## config.mk

```make
export PLATFORM = sky130hd
export DESIGN_NAME = clkctrl_sched
export DESIGN_NICKNAME = d
export VERILOG_FILES = /design/src/rtl/clkctrl_pkg.sv /design/src/rtl/clkctrl_en_gen.sv /design/src/rtl/clkctrl_sched.sv
export SDC_FILE = /design/constraint.sdc
export NUM_CORES = 1
export LEC_CHECK = 0
export ABC_AREA = 1
export ABC_CLOCK_PERIOD_IN_PS = 1600
export BUFFER_PORTS_ARGS = -buffer_cell sky130_fd_sc_hd__buf_4
export CAP_MARGIN = 15
export CORE_MARGIN = 8
export CORE_UTILIZATION = 60
export DETAILED_ROUTE_END_ITERATION = 10
export HOLD_SLACK_MARGIN = 0.06
export PLACE_DENSITY_LB_ADDON = 0.12
export SYNTH_ARGS = -nofsm -noshare
export SYNTH_HDL_FRONTEND = slang
export SYNTH_SLANG_ARGS = --single-unit
export TNS_END_PERCENT = 10
```

## constraint.sdc

```tcl
create_clock -name clk -period 1.6 [get_ports clk]
set_input_delay 0.32 -clock clk [delete_from_list [all_inputs] [get_ports clk]]
set_output_delay 0.32 -clock clk [all_outputs]
set_load 0.03 [all_outputs]
```

## src/rtl/clkctrl_pkg.sv

```systemverilog
// Shared types and constants for the clkctrl_sched clock-enable / reset sequencer.
package clkctrl_pkg;

  localparam int unsigned HOLD_W    = 16;
  localparam int unsigned DIV_W_DEF = 8;

  typedef enum logic [1:0] {
    StHold  = 2'd0,
    StRun   = 2'd1,
    StApply = 2'd2
  } state_e;

endpackage

```

## src/rtl/clkctrl_en_gen.sv

```systemverilog
// Divide counter and registered clock-enable strobe: one clk_en per div_reg+1 cycles.
// pause freezes the counter; load restarts the period from zero with no strobe.
module clkctrl_en_gen
  import clkctrl_pkg::*;
#(
  parameter int unsigned DIV_W = DIV_W_DEF
) (
  input  logic             clk,
  input  logic             reset,
  input  logic [DIV_W-1:0] div_reg,
  input  logic             pause,
  input  logic             load,
  output logic             clk_en
);

  logic [DIV_W-1:0] cnt_q, cnt_d;
  logic             clk_en_q, clk_en_d;

  always_comb begin
    cnt_d    = cnt_q;
    clk_en_d = 1'b0;
    if (load) begin
      cnt_d = '0;
    end else if (!pause) begin
      // >= keeps the counter bounded even if the ratio ever shrinks under it
      if (cnt_q >= div_reg) begin
        cnt_d    = '0;
        clk_en_d = 1'b1;
      end else begin
        cnt_d = cnt_q + 1'b1;
      end
    end
  end

  always_ff @(posedge clk) begin
    if (reset) begin
      cnt_q    <= '0;
      clk_en_q <= 1'b0;
    end else begin
      cnt_q    <= cnt_d;
      clk_en_q <= clk_en_d;
    end
  end

  assign clk_en = clk_en_q;

endmodule

```

## src/rtl/clkctrl_sched.sv

```systemverilog
// Clock-enable scheduler: runtime divide-ratio handshake and sequenced resetn release.
// Define CLKCTRL_RST_ON_CHANGE_EN to re-run the reset hold after every ratio change.
module clkctrl_sched
  import clkctrl_pkg::*;
#(
  parameter int unsigned DIV_W       = DIV_W_DEF,
  parameter int unsigned DIV_DEFAULT = 0,
  parameter int unsigned RST_CYCLES  = 16
) (
  input  logic             clk,
  input  logic             reset,
  input  logic             div_req,
  input  logic [DIV_W-1:0] div_val,
  output logic             div_ack,
  output logic             div_busy,
  input  logic             pause,
  output logic             clk_en,
  output logic             resetn
);

  localparam logic [DIV_W-1:0]  DivRst  = DIV_W'(DIV_DEFAULT);
  localparam logic [HOLD_W-1:0] RstMax  = HOLD_W'(RST_CYCLES);
  localparam logic [HOLD_W-1:0] RstLast = HOLD_W'(RST_CYCLES - 1);

  state_e            state_q, state_d;
  state_e            ret_q, ret_d;
  logic [DIV_W-1:0]  div_reg_q, div_reg_d;
  logic [DIV_W-1:0]  pend_q, pend_d;
  logic              busy_q, busy_d;
  logic              ack_q, ack_d;
  logic              resetn_q, resetn_d;
  logic [HOLD_W-1:0] hold_cnt_q, hold_cnt_d;

  logic load;
  logic hold_tick;
  logic hold_done;
  logic boundary;
  logic capture;

  clkctrl_en_gen #(
    .DIV_W (DIV_W)
  ) u_en_gen (
    .clk     (clk),
    .reset   (reset),
    .div_reg (div_reg_q),
    .pause   (pause),
    .load    (load),
    .clk_en  (clk_en)
  );

  // A strobe seen while paused is not a period boundary and does not count toward the hold.
  assign hold_tick = (state_q == StHold) && clk_en && !pause && (hold_cnt_q != RstMax);
  assign hold_done = hold_tick && (hold_cnt_q == RstLast);
  assign boundary  = (state_q != StApply) && busy_q && clk_en && !pause;
  assign capture   = (state_q != StApply) && div_req && !busy_q;

  always_comb begin
    state_d    = state_q;
    ret_d      = ret_q;
    div_reg_d  = div_reg_q;
    pend_d     = pend_q;
    busy_d     = busy_q;
    ack_d      = 1'b0;
    resetn_d   = resetn_q;
    hold_cnt_d = hold_cnt_q;
    load       = 1'b0;

    if (hold_tick) begin
      hold_cnt_d = hold_cnt_q + 1'b1;
    end
    if (hold_done) begin
      resetn_d = 1'b1;
      state_d  = StRun;
    end

    unique case (state_q)
      StHold, StRun: begin
        if (capture) begin
          pend_d = div_val;
          busy_d = 1'b1;
        end
        if (boundary) begin
          load      = 1'b1;
          div_reg_d = pend_q;
          busy_d    = 1'b0;
          ack_d     = 1'b1;
          state_d   = StApply;
`ifdef CLKCTRL_RST_ON_CHANGE_EN
          ret_d      = StHold;
          resetn_d   = 1'b0;
          hold_cnt_d = '0;
`else
          // A release coinciding with the boundary must still land in RUN after APPLY.
          ret_d = hold_done ? StRun : state_q;
`endif
        end
      end
      StApply: begin
        state_d = ret_q;
      end
      default: begin
        state_d = StHold;
      end
    endcase
  end

  always_ff @(posedge clk) begin
    if (reset) begin
      state_q    <= StHold;
      ret_q      <= StHold;
      div_reg_q  <= DivRst;
      pend_q     <= '0;
      busy_q     <= 1'b0;
      ack_q      <= 1'b0;
      resetn_q   <= 1'b0;
      hold_cnt_q <= '0;
    end else begin
      state_q    <= state_d;
      ret_q      <= ret_d;
      div_reg_q  <= div_reg_d;
      pend_q     <= pend_d;
      busy_q     <= busy_d;
      ack_q      <= ack_d;
      resetn_q   <= resetn_d;
      hold_cnt_q <= hold_cnt_d;
    end
  end

  assign div_ack  = ack_q;
  assign div_busy = busy_q;
  assign resetn   = resetn_q;

endmodule

```

# ---- After elaboration in Yosys (flattened, before gate mapping)
# Cells that the tools add are included.
dict set report totals {
  reg_bits 48
  in_bits 12
  output_inout_bits 4
  word_cells 46
}
dict set report classes {
  n_addsub 2
  order_cmp 1
  eq_ne 5
  muxes 9
  reduce_logical 19
}
# op n
set ops {}
lappend ops {{$add 16x1->16 const B} 1}
lappend ops {{$eq 16x4->1 const B} 1}
lappend ops {{$ne 16x5->1 const B} 1}
lappend ops {{$logic_and 1x1->1} 9}
lappend ops {{$add 8x1->8 const B} 1}
lappend ops {{$ge 8x8->1} 1}
lappend ops {{$mux 8} 1}
lappend ops {{$reduce_and 2->1} 3}
lappend ops {{$mux 1} 5}
lappend ops {{$mux 2} 2}
lappend ops {{$pmux 2 s2} 1}
lappend ops {{$reduce_or 2->1} 2}
lappend ops {{$reduce_or 3->1} 1}
lappend ops {{$eq 2x1->1 const B} 1}
lappend ops {{$eq 2x2->1 const B} 1}
lappend ops {{$logic_not 1->1} 2}
lappend ops {{$logic_not 2->1} 1}
lappend ops {{$ne 2x2->1 const B} 1}
lappend ops {{$reduce_bool 2->1} 1}

# ---- Depth between registers and ports, before layout
# Gate-level depths: netlist (run 1).
dict set report logic_depth {
  word_depth 8
  depth_mapped 12
  ltp_nobuf 12
}

# ---- Cells and area by module
# A second synthesis (run 1) with hierarchy kept.
dict set report hier_totals {
  cells_unflattened 364
  hier_area_um2 2555.0
}
# mod n_inst cells_each area_each_um2 seq_area_each_um2
set modules_own_cells {}
lappend modules_own_cells {clkctrl_sched 1 270 1894.3 780.7}
lappend modules_own_cells {clkctrl_en_gen 1 94 660.6 180.2}

# ---- Worst setup path after synthesis (run 1)
# Ideal clock, no wire load.
dict set report synth_path {
  path_type {register to register}
  start {register hold_cnt_q[0]}
  end {register hold_cnt_q[13]}
  setup_time_ns 0.139
  arrival_time_ns 1.224
  t_required_ns 1.461
  setup_slack_ns 0.237
  path_stages_with_launch 10
  n_path_buf 1
  period_less_slack_ns 1.363
  path_cell_list {dfxtp_1 -> inv_1 -> ha_1 -> nor3b_4 -> nand3_2 -> nand2_4 -> inv_2 -> buf_6 -> nand2_1 -> a21oi_2}
}
dict set report synth_between {
  elab_chain_cells 2
  elab_cells_between_ends 3
  cone_classes {add/sub (1); eq/ne (1); reduce/logical (1)}
}
# element line_no
set synth_rtl {}
lappend synth_rtl {{start, declared} clkctrl_sched.sv:32} ;# logic [HOLD_W-1:0] hold_cnt_q, hold_cnt_d;
lappend synth_rtl {{start signal, assigned} clkctrl_sched.sv:125} ;# hold_cnt_q <= hold_cnt_d;
lappend synth_rtl {{branches (longest 2 deep; another with $add 16x1->16)} n/a}
# Several ways; the timed one is not identified.
# A chain may end at the register's enable or synchronous reset.

# ---- Worst setup path in the final report (run 1)
dict set report layout_path {
  start {register hold_cnt_q[0]}
  end {register hold_cnt_q[15]}
}
# The elaborated chain is that of the path after synthesis.

==> metrics.txt, run 1 <==
async set-or-reset flop fraction in the synthesized netlist 0; peak per-stage delay on the critical path 330 ps; area of the core 3940 um2; TritonCTS clock tree yes; count of TritonRoute iterations in the first routing pass 4; post-synthesis net count 354; Placed Cells 396; number of DRC violations after detailed-routing iteration 0 93; ranking of synthesized cells by instance count sky130_fd_sc_hd__nand2_1, sky130_fd_sc_hd__dfxtp_1, sky130_fd_sc_hd__inv_1, sky130_fd_sc_hd__nor2_1, sky130_fd_sc_hd__a21oi_1; DRC violation count after routing 0; initial cell density of the core 0.618; synthesized area per cell 7.36 um2; Hold Path Stages 3; post-detail-place hpwl 3590 um; global-route wire length before repair 8200 um; flip-flop and latch count after synthesis 48; worst rel slew slack 0.739; number of enable-type register cells in the synthesized netlist 0; part of the cycle the worst path needs 0.918; number of input and output port buffers inserted 15; filler-free cell count of the finished design 404; clock-pin slew on the worst setup and hold paths 80 ps; Worst Max-Slew Pin Slew 392 ps; synthesized cell area 2440 um2; setup violators final 0; hold violation total from the final report 0; Power per Cell Area 785 nW/um2; maximum vdd drop 0.705 mV; RD Place Congestion 0.874; area occupied by registers 962 um2; outcome completed; type of element capturing the critical path register; top cells by area, synth sky130_fd_sc_hd__dfxtp_1, sky130_fd_sc_hd__nand2_1, sky130_fd_sc_hd__inv_1; total inserted antenna cells 0; H-Tree Level Count 2; average vias per placed instance 5.05; number of max-slew violations in the final report 0; Num CTS Buffers 5; count of max-cap constraint violations 0; cts-stage hold buffer count 0; share of synthesized area occupied by flip-flops and latches 0.394; area grow syn2layout 11.4%; RSZ-0062 raised after global routing no; most frequent cell after synthesis sky130_fd_sc_hd__nand2_1; number of clock sinks 48; wire length on met3 139 um; data required time at the worst endpoint 1840 ps; Worst Clk Skew 5.78 ps; I/O Pins 16; filler cell count in the final layout 341; Bufs on Longest Clock Path 2; Die Height 79.7 um; number of library cell types mapped by synthesis 27; maximum achievable frequency 0.681 GHz; CTS Root Buffer Type sky130_fd_sc_hd__clkbuf_8; minimum setup slack after placement 91.3 ps; Horiz. Die Dim 79.7 um; type of the worst min-delay path input port to register; Worst Setup Slack, final 131 ps; Post-CTS Setup Inserts 0; Pleak 1.11 nW; dominant cell type by area after synthesis sky130_fd_sc_hd__dfxtp_1; maximum number of pins on one net before global-route repair 17; master of the slowest instance on the critical path sky130_fd_sc_hd__dfxtp_1; clock latency on the worst-skew pair 290 ps; most instantiated flip-flop cell in the synthesis netlist sky130_fd_sc_hd__dfxtp_1; wire length reported by the detailed router 4730 um; initial antenna violation count 0; number of instances resized during post-cts repair 0; total gr overflow 0; critical path data arrival time 1710 ps; uppermost layer routed met4; YS warnings 0; biggest fanout along the worst timing path 12; Worst R2R Path Depth 8; length of routed met2 wiring 2450 um; final design utilization 0.689; number of nets at the end of the flow 376; count of mapped cells out of synthesis 331; Final ANT Viol Nets 0; num rows 23; number of global-route vias before repair 1,944; clock period minus worst slack 1470 ps; classification of the worst setup path register to register; total track usage 0.160; area of the multi-input gates 1240 um2; post-synth top area share 0.394; via count 2,040; crit-path cells inv_1, ha_1, nor3b_4, nand3_2, nand2_4, buf_4, nand2_1, a21oi_2; share of layout cells above drive strength 1 0.158; Setup TNS 0 ps; Metal-1 WL 2050 um; kind of start point of the critical path register; routed wirelength normalized by instance count 11.7 um; floorplan die area 6360 um2
[cell families (layout without fill, tap and decap cells)]
| family | Yosys count | after routing | share of synthesized area |
|---|---|---|---|
| AO/OA/AOI/OAI | 49 | 49 | 0.117 |
| XOR/XNOR | 14 | 14 | 0.0503 |
| adder cells (fa/ha/maj) | 11 | 11 | 0.0565 |
| buffers and inverters | 59 | 82 | 0.102 |
| flip-flops | 48 | 48 | 0.394 |
| multiplexers | 1 | 1 | 0.00411 |
| AND/OR/NAND/NOR | 149 | 149 | 0.277 |
[per-layer routing]
metal  track usage  up-vias
li1              -     1088
met1         0.168      916
met2         0.296       28
met3        0.0383        8
met4        0.0636        0
met5             0        -
[path summary, 6_finish.rpt]
path,slack [ps],start,endpoint
setup / recovery,130,hold_cnt_q[0],hold_cnt_q[15]
hold / removal,300,div_val[5],pend_q[5]
setup reg to reg,130,hold_cnt_q[0],hold_cnt_q[15]
hold reg to reg,440,ret_q[1],ret_q[1]
[power by group]
part	total [W]	leakage, nW	internal (W)	switching, W
registers	0.00124	0.390	0.00122	0.0000124
logic	0.000179	0.679	0.0000681	0.000110
clock network	0.000718	0.0455	0.000353	0.000365
total	0.00213	1.11	0.00164	0.000488
[cells in the final DEF, fill, tap and decap left out]
cell type	Yosys	layout
sky130_fd_sc_hd__a21oi_1	20	20
sky130_fd_sc_hd__a21oi_2	8	8
sky130_fd_sc_hd__buf_4	0	22
sky130_fd_sc_hd__clkbuf_1	4	2
sky130_fd_sc_hd__clkbuf_8	0	6
sky130_fd_sc_hd__dfxtp_1	48	47
sky130_fd_sc_hd__dfxtp_2	0	1
sky130_fd_sc_hd__ha_1	11	11
sky130_fd_sc_hd__inv_1	48	48
sky130_fd_sc_hd__inv_2	4	3
sky130_fd_sc_hd__inv_4	0	1
sky130_fd_sc_hd__mux2i_1	1	1
sky130_fd_sc_hd__nand2_1	76	76
sky130_fd_sc_hd__nand2_2	2	1
sky130_fd_sc_hd__nand2_4	1	2
sky130_fd_sc_hd__nand3_1	16	16
sky130_fd_sc_hd__nand3_2	1	1
sky130_fd_sc_hd__nand4_1	6	6
sky130_fd_sc_hd__nor2_1	33	33
sky130_fd_sc_hd__nor2_2	5	5
sky130_fd_sc_hd__nor2_4	1	1
sky130_fd_sc_hd__nor3_1	4	3
sky130_fd_sc_hd__nor3_2	2	3
sky130_fd_sc_hd__nor3b_2	1	1
sky130_fd_sc_hd__nor3b_4	1	1
sky130_fd_sc_hd__o21ai_0	14	14
sky130_fd_sc_hd__o22ai_1	7	7
sky130_fd_sc_hd__xnor2_1	2	2
sky130_fd_sc_hd__xor2_1	12	12
[registers in the layout, summed over array words and instances (netlist names), 2 cells and up]
signal,cells
div_reg_q,8
hold_cnt_q,16
pend_q,8
ret_q,2
state_q,2
u_en_gen.cnt_q,8
[layout make-up]
class,count,area share
multi-input cells,224,0.456
flip-flops and latches,48,0.354
inverters,52,0.0728
repair buffers,22,0.0608
clock buffers,8,0.0332
well taps,50,0.0230
[critical path: cells and delay by family (launching register included)]
kind | cells | cell delay [ps]
and+or+nand+nor | 4 | 540
DFF | 1 | 330
buffers and inverters | 2 | 270
adders and majority gates | 1 | 150
AOI/OAI and AO/OA | 1 | 120
[per-stage QoR]
stage | power (W) | cell area (um2) | hold slack, ps
2_1_floorplan | 0.00138 | 2440 | 409
6_report | 0.00213 | 2720 | 301
3_5_place_dp | 0.00144 | 2610 | 429
4_1_cts | 0.00216 | 2700 | 293
5_1_grt | 0.00224 | 2720 | 316
3_3_place_gp | 0.00144 | 2610 | 416
Note: power is estimated with default switching activity, not from simulation.
==> run 2, diff against run 1 <==
- REMOVE_ABC_BUFFERS: not set -> 1
==> run 2 against run 1 <==
Net effect: count of clock-buffer cells in the layout down 3; utilization up 0.51 points; register-to-register slack about the same; flip-flop and latch count unchanged; via count up 0.25%; clock power up 25%; combinational power about the same; worst setup slack worse by 9.9 ps; sequential share of layout area down 0.26 points; maximum frequency down 0.67%; first-iteration DRC count up 3.2%; critical endpoint is now hold_cnt_q[1].
==> metrics.txt, run 2 (same netlist as run 1, synthesis figures left out) <==
Worst Setup Slack, final 121 ps; highest-count cells in the layout ignoring fill and taps sky130_fd_sc_hd__nand2_1, sky130_fd_sc_hd__inv_1, sky130_fd_sc_hd__dfxtp_1; wire length reported by the detailed router 4820 um; maximum achievable frequency 0.676 GHz; area of the core 3940 um2; Worst setup startpoint hold_cnt_q[0]; count of max-cap constraint violations 0; startpoint of the worst hold path div_val[2]; post-detail-place hpwl 3550 um; Num CTS Buffers 5; R2R Setup Slk 120 ps; commonest non-fill, non-tap cell in the layout sky130_fd_sc_hd__nand2_1; minimum setup slack after placement 71.5 ps; total track usage 0.166; num rows 23; count of TritonRoute iterations in the first routing pass 5; RSZ-0062 raised after global routing no; maximum number of pins on one net before global-route repair 18; total inserted antenna cells 0; outcome completed; average vias per placed instance 5.07; classification of the worst setup path register to register; Die Height 79.7 um; FF-to-FF Start hold_cnt_q[0]; largest reg by FF count hold_cnt_q; max reg flops 16; routed wirelength normalized by instance count 12.0 um; worst slack on hold paths 296 ps; initial cell density of the core 0.618; worst rel slew slack 0.649; maximum vdd drop 0.819 mV; Setup TNS 0 ps; I/O Pins 16; part of the cycle the worst path needs 0.924; Worst Clk Skew 5.81 ps; number of max-slew violations in the final report 0; global-route wire length before repair 8580 um; kind of start point of the critical path register; filler cell count in the final layout 350; share of layout cells above drive strength 1 0.164; number of DRC violations after detailed-routing iteration 0 96; total gr overflow 0; Bufs on Longest Clock Path 2; type of element capturing the critical path register; critical path data arrival time 1670 ps; post-layout power 0.00232 W; number of global-route vias before repair 1,981; initial antenna violation count 0; Final ANT Viol Nets 0; area grow syn2layout 12.3%; Power per Cell Area 847 nW/um2; clock-pin slew on the worst setup and hold paths 90 ps; Pleak 1.12 nW; biggest fanout along the worst timing path 7; final design utilization 0.694; DRC violation count after routing 0; data required time at the worst endpoint 1790 ps; Horiz. Die Dim 79.7 um; setup violators final 0; hold violation total from the final report 0; via count 2,045; TritonCTS clock tree yes; number of clock sinks 48; clock latency on the worst-skew pair 300 ps; H-Tree Level Count 2; clock period minus worst slack 1480 ps; CTS Root Buffer Type sky130_fd_sc_hd__clkbuf_8; Worst Max-Slew Pin Slew 526 ps; number of nets at the end of the flow 375; type of the worst min-delay path input port to register; floorplan die area 6360 um2; cts-stage hold buffer count 0; number of input and output port buffers inserted 15; RD Place Congestion 0.874
run 2: path summary, 6_finish.rpt:
| kind | cells past startpoint | end |
|---|---|---|
| worst max-delay path | 8 | hold_cnt_q[1] |
| worst min-delay path | 3 | pend_q[2] |
| worst max register to register | 8 | hold_cnt_q[1] |
| worst min register to register | 2 | ret_q[1] |
run 2: per-layer routing:
metal	vias to the layer above	part of all wire	global-route usage
li1	1089	-	-
met2	30	0.50	0.302
met5	-	0	0
met3	4	0.036	0.0439
met4	0	0.0050	0.0400
met1	922	0.46	0.186
run 2: cell type report:
type	instances	area (um2)	area share
timing repair buffer	21	158	0.0576
sequential	48	962	0.352
clock inverter	3	46.3	0.0169
multi-input combinational	224	1240	0.455
clock buffer	5	68.8	0.0251
tap	50	62.6	0.0229
inverter	52	195	0.0713
run 2: critical path, stage by stage (launching register included):
cell and delay [ps]:
sky130_fd_sc_hd__dfxtp_1 370, sky130_fd_sc_hd__inv_1 80, sky130_fd_sc_hd__ha_1 190, sky130_fd_sc_hd__nor3b_4 150
sky130_fd_sc_hd__nand3_2 90, sky130_fd_sc_hd__nand2_4 80, sky130_fd_sc_hd__buf_4 170, sky130_fd_sc_hd__o21ai_0 170
sky130_fd_sc_hd__a21oi_1 70
run 2: power breakdown:
part / internal, W / total [W] / switching [W] / leakage (nW)
Clock: 0.000471 / 0.000900 / 0.000429 / 0.0548
Sequential: 0.00122 / 0.00124 / 0.0000120 / 0.390
Combinational: 0.0000679 / 0.000181 / 0.000113 / 0.671
Total: 0.00176 / 0.00232 / 0.000554 / 1.12
run 2: per-stage QoR:
| step | area [um2] | cells |
|---|---|---|
| finish | 2740 | 403 |
| global route | 2740 | 403 |
| CTS | 2720 | 403 |
| detailed placement | 2610 | 395 |
| global placement | 2610 | 395 |
| floorplan | 2380 | 324 |
run 2: timing repair:
action	in CTS	in global routing
setup buffers	0	0
resized for setup	0	6
endpoints found under the setup margin	0	13
